$ cat src/rtl/rmst_read_master.sv
// Avalon-MM pipelined read master: one go/base/length command becomes single-word reads whose
// responses land in a credit-limited FIFO. Define RMST_SHOWAHEAD_EN for a show-ahead FIFO output.
module rmst_read_master #(
  parameter int unsigned XAW = 32,
  parameter int unsigned XDW = 128,
  parameter int unsigned FAW = 5
) (
  input  logic               clk,
  input  logic               rst,
  input  logic               ctrl_fixed_location,
  input  logic [XAW-1:0]     ctrl_read_base,
  input  logic [XAW-1:0]     ctrl_read_length,
  input  logic               ctrl_go,
  output logic               ctrl_done,
  input  logic               user_read_buffer,
  output logic [XDW-1:0]     user_buffer_data,
  output logic               user_data_available,
  output logic [XAW-1:0]     master_address,
  output logic               master_read,
  output logic [XDW/8-1:0]   master_byteenable,
  input  logic [XDW-1:0]     master_readdata,
  input  logic               master_readdatavalid,
  input  logic               master_waitrequest
);

  localparam int unsigned BPW   = XDW / 8;
  localparam int unsigned LB    = $clog2(BPW);
  localparam int unsigned Depth = 2 ** FAW;

  typedef enum logic [1:0] {StIdle, StIssue, StWait} state_e;

  state_e           state_q;
  logic [XAW-1:0]   addr_q;
  logic [XAW-1:0]   words_left_q;
  logic             fixed_q;
  logic [FAW:0]     pending_q;
  logic [FAW:0]     used_q;
  logic [FAW-1:0]   wr_ptr_q;
  logic [FAW-1:0]   rd_ptr_q;
  logic [XDW-1:0]   mem_q [Depth];

  logic [XAW-1:0]   cmd_words;
  logic [FAW+1:0]   in_flight;
  logic             accept;
  logic             push;
  logic             pop;

  // Byte length rounded up to whole bus words.
  assign cmd_words = (ctrl_read_length >> LB) + XAW'(|ctrl_read_length[LB-1:0]);

  // Every word in the FIFO or still on the bus holds a slot, so the FIFO can never overflow.
  assign in_flight = {1'b0, used_q} + {1'b0, pending_q};

  assign master_read         = (words_left_q != '0) && (in_flight < (FAW+2)'(Depth));
  assign master_address      = addr_q;
  assign master_byteenable   = '1;
  assign accept              = master_read && !master_waitrequest;
  assign push                = master_readdatavalid && (pending_q != '0);
  assign pop                 = user_read_buffer && (used_q != '0);
  assign user_data_available = (used_q != '0);
  assign ctrl_done           = (state_q == StIdle);

  always_ff @(posedge clk) begin
    if (rst) begin
      state_q      <= StIdle;
      addr_q       <= '0;
      fixed_q      <= 1'b0;
      words_left_q <= '0;
      pending_q    <= '0;
    end else begin
      unique case (state_q)
        StIdle: begin
          if (ctrl_go && (cmd_words != '0)) begin
            state_q      <= StIssue;
            addr_q       <= ctrl_read_base;
            fixed_q      <= ctrl_fixed_location;
            words_left_q <= cmd_words;
          end
        end
        StIssue: begin
          if (accept) begin
            words_left_q <= words_left_q - XAW'(1);
            if (!fixed_q) begin
              addr_q <= addr_q + XAW'(BPW);
            end
            if (words_left_q == XAW'(1)) begin
              state_q <= StWait;
            end
          end
        end
        StWait: begin
          // No accepts happen here, so the last outstanding response empties pending.
          if (push && (pending_q == (FAW+1)'(1))) begin
            state_q <= StIdle;
          end
        end
        default: state_q <= StIdle;
      endcase

      if (accept && !push) begin
        pending_q <= pending_q + (FAW+1)'(1);
      end else if (!accept && push) begin
        pending_q <= pending_q - (FAW+1)'(1);
      end
    end
  end

  always_ff @(posedge clk) begin
    if (push) begin
      mem_q[wr_ptr_q] <= master_readdata;
    end
  end

  always_ff @(posedge clk) begin
    if (rst) begin
      wr_ptr_q <= '0;
      rd_ptr_q <= '0;
      used_q   <= '0;
    end else begin
      if (push) begin
        wr_ptr_q <= wr_ptr_q + FAW'(1);
      end
      if (pop) begin
        rd_ptr_q <= rd_ptr_q + FAW'(1);
      end
      if (push && !pop) begin
        used_q <= used_q + (FAW+1)'(1);
      end else if (pop && !push) begin
        used_q <= used_q - (FAW+1)'(1);
      end
    end
  end

`ifdef RMST_SHOWAHEAD_EN
  assign user_buffer_data = user_data_available ? mem_q[rd_ptr_q] : '0;
`else
  logic [XDW-1:0] dout_q;

  always_ff @(posedge clk) begin
    if (rst) begin
      dout_q <= '0;
    end else if (pop) begin
      dout_q <= mem_q[rd_ptr_q];
    end
  end

  assign user_buffer_data = dout_q;
`endif

endmodule

$ cat config.mk
export PLATFORM = sky130hd
export DESIGN_NAME = rmst_read_master
export DESIGN_NICKNAME = d
export VERILOG_FILES = /design/src/rtl/rmst_read_master.sv
export SDC_FILE = /design/constraint.sdc
export NUM_CORES = 2
export LEC_CHECK = 0
export ABC_CLOCK_PERIOD_IN_PS = 10300
export CAP_MARGIN = 20
export CORE_AREA = 2 2 646 648
export DETAILED_ROUTE_END_ITERATION = 16
export DIE_AREA = 0 0 648 650
export DONT_BUFFER_PORTS = 1
export PLACE_DENSITY = 0.66
export SLEW_MARGIN = 15
export SYNTH_ARGS = -nofsm -noshare
export SYNTH_HDL_FRONTEND = slang
export SYNTH_SLANG_ARGS = --single-unit
$ cat constraint.sdc
create_clock -name clk -period 10.3 [get_ports clk]
set_clock_uncertainty 0.05 [all_clocks]
set_input_delay 2.06 -clock clk [delete_from_list [all_inputs] [get_ports clk]]
set_output_delay 2.06 -clock clk [all_outputs]
set_load 0.03 [all_outputs]
==> impl_metrics.ini <==
[cts]
clkSlewWorstSetupHoldPaths_ps = 60
post_cts_resized = 0
clkLatencyLatePin_ps = 990
root_buffer = clkbuf_16
htreeDepth = 5
post_cts_buffers = 0
cts_tree = yes
hold_buffers = 0
cts_made_buffers = 428
clockBufferDepth = 4
clock_sinks = 4313

[synthesis]
ys_types = 81
yosys.area.top_type = edfxtp_1
yosysTopAreaCellShare_pct = 74.5
syn_inst = 7115
synth_area_um2 = 165000
yosysSeqAreaShare_pct = 77.1
ys.flop_type = edfxtp_1
ys_ff_latch = 4313
synth_edf_count = 4096
syn_avg_cell_area_um2 = 23.2
netlist_top_cells_area = edfxtp_1 (75%), mux4_2 (17%), dfxtp_1 (2.6%)
yosys_warnings = 0
async_flop_share_pct = 0

[floorplanning]
die_w_um = 648
design.die.area_um2 = 421000
row_count = 237
coreArea_um2 = 415000
start_util_pct = 39.8
io_pins = 378
die_y_um = 650

[layout]
layout.cells.non_filler = 13200
fill_cells = 33700
design_area_um2 = 186000
final_common_cell = edfxtp_1
final_nets = 7517
mostFrequentLayoutCells = edfxtp_1 (4096), mux4_2 (1280), clkbuf_16 (431), nor2_1 (212), dfxtp_1 (212)
drive_gt1_share_pct = 27.6
final_core_util_pct = 44.9
multi_input_area_um2 = 36300
area_delta_synth_final_pct = 12.7
seq_area_um2 = 127000

[power_and_ir_drop]
intPower_mw = 32.1
leakagePower_nw = 55.2
p_seq_share_pct = 47.6
power_mw = 43.0
netSwitchingPower_mw = 10.9
ir_drop_mv = 0.290
power_frac_clock_pct = 35.9
switching_share_pct = 25.5
powerDensity_nw_per_um2 = 231
p_comb_share_pct = 16.5

[drt]
wirelength_mm = 400
drcViolationCount = 0
detail-route-antenna-nets = 0
post_drt_wl_per_cell_um = 30.4
drt_pass1_iterations = 6
route.vias.total = 76700
avgViaCountPerCell = 5.83
drt_iter0_markers = 9083

[worst_setup_path]
arrival_ps = 3240
crit_path_max_fanout = 6
r2r.worst_path.cells = 7
required_ps = 8190
reg2reg_from = rd_ptr_q[0]$_SDFFE_PP0P_
end_kind = primary output
cp-start-kind = register
regToRegSetupSlack_ps = 5390
worstReg2RegEnd = user_buffer_data[40]$_SDFFE_PP0P_
critPathKind = register to primary output

[run_status]
status = finished clean

[place]
placed_area_um2 = 172000
dp_cells = 12400
pre_cts_ws_ps = 4230
place_congestion = 0.795
dp_hpwl_mm = 206
port_buffers = 0

[run]
cap_violations = 0

[timing]
rsz0062_at_grt = false
finalSetupViolations = 0
period_minus_slack_ps = 5350
timing.fmax_mhz = 187
relSlewSlack_pct = 20.2
hold_viol_final = 0
finalCritPeriodShare_pct = 51.9
holdWs_ps = 436
slew_violations = 0
tns_ps = 0
tightest_slew_ps = 1200
layout_setup_ws_ps = 4950

[global_routing]
grt_pass1_wl_mm = 572
grt_overflow = 0
track_usage_pct = 18.7
grt_start_max_net_pins = 215
antenna_found_initial = 16
grt_pass1_vias = 78000

[worst_hold_path]
holdCritStartpoint = words_left_q[14]$_SDFFE_PP0P_
min_path_type = register to register
hold_depth = 2
worstHoldEndpoint = words_left_q[14]$_SDFFE_PP0P_
[worst max-delay path: stages, from the launching register on]
cell and delay, ps:
dfxtp_1 350, inv_1 100, ha_1 230, or3b_2 500, nor3_1 340, and2_1 350
a211oi_1 140, buf_4 210
[power groups by stage]
| stage | Clock, mW | Combinational (mW) | Sequential [mW] |
|---|---|---|---|
| after floorplan | 0 | 5.33 | 20.7 |
| after global placement | 0 | 7.17 | 20.8 |
| after detailed placement | 0 | 7.24 | 20.9 |
| after CTS | 15.8 | 7.27 | 20.5 |
| after global routing | 16.4 | 7.59 | 20.5 |
| final | 15.5 | 7.09 | 20.5 |
[state kept, by name, summed over array words and instances (netlist names)]
signal and cells:
master_address 32, user_buffer_data 128, wr_ptr_q 5, rd_ptr_q 5
words_left_q 32, fixed_q 1, pending_q 6, mem_q 4096
used_q 6, state_q 2
[worst max path at each step]
stage                                 startpoint                              end  slack, ps  cells after the start
finish              words_left_q[0]$_SDFFE_PP0P_                      master_read       4950                      7
global placement             ctrl_read_length[1]  master_address[31]$_SDFFE_PP0P_       4240                     11
detailed placement           ctrl_read_length[1]  master_address[23]$_SDFFE_PP0P_       4230                     11
floorplan                   master_readdatavalid           mem_q[21][0]$_DFFE_PP_       1480                      4
global route        words_left_q[0]$_SDFFE_PP0P_                      master_read       4810                      7
CTS                 words_left_q[0]$_SDFFE_PP0P_                      master_read       4880                      7
[cells by family (layout without fill, tap and decap cells)]
| group | Yosys count | after routing | share of synthesized area (%) |
|---|---|---|---|
| compound gates | 354 | 354 | 1.56 |
| flops | 4313 | 4313 | 77.1 |
| other cells | 1 | 23 | 0.00227 |
| xor+xnor | 44 | 44 | 0.233 |
| simple gates | 515 | 515 | 1.50 |
| mux | 1415 | 1415 | 18.3 |
| buf+inv | 447 | 973 | 1.09 |
| fa+ha+maj | 26 | 26 | 0.202 |
[synthesized netlist by cell type (29+ instances only)]
library cell  number
dfxtp_1          217
nand2_1           68
edfxtp_1        4096
mux4_2          1280
mux2i_1          135
o21ai_0           29
nor2_1           244
nor3_1            45
a211oi_1         139
a21oi_1           52
clkbuf_1         300
nand3_1           30
buf_1             87
[metal layers]
layer / share of wire, % / up-vias / global-route usage, %
li1: - / 30900 / -
met1: 40 / 41800 / 25.8
met2: 49 / 3436 / 30.7
met3: 9.0 / 501 / 4.10
met4: 1.9 / 4 / 3.81
met5: 0.0057 / - / 0
[final cells by class]
| type | count | share of cell area, % |
|---|---|---|
| clock buffer | 521 | 6.01 |
| tap | 5497 | 3.70 |
| sequential | 4313 | 68.4 |
| clock inverter | 273 | 1.50 |
| antenna | 7 | 0.00941 |
| inverter | 23 | 0.0464 |
| timing repair buffer | 156 | 0.815 |
| multi-input combinational | 2370 | 19.5 |
(Power assumes the default switching activity.)
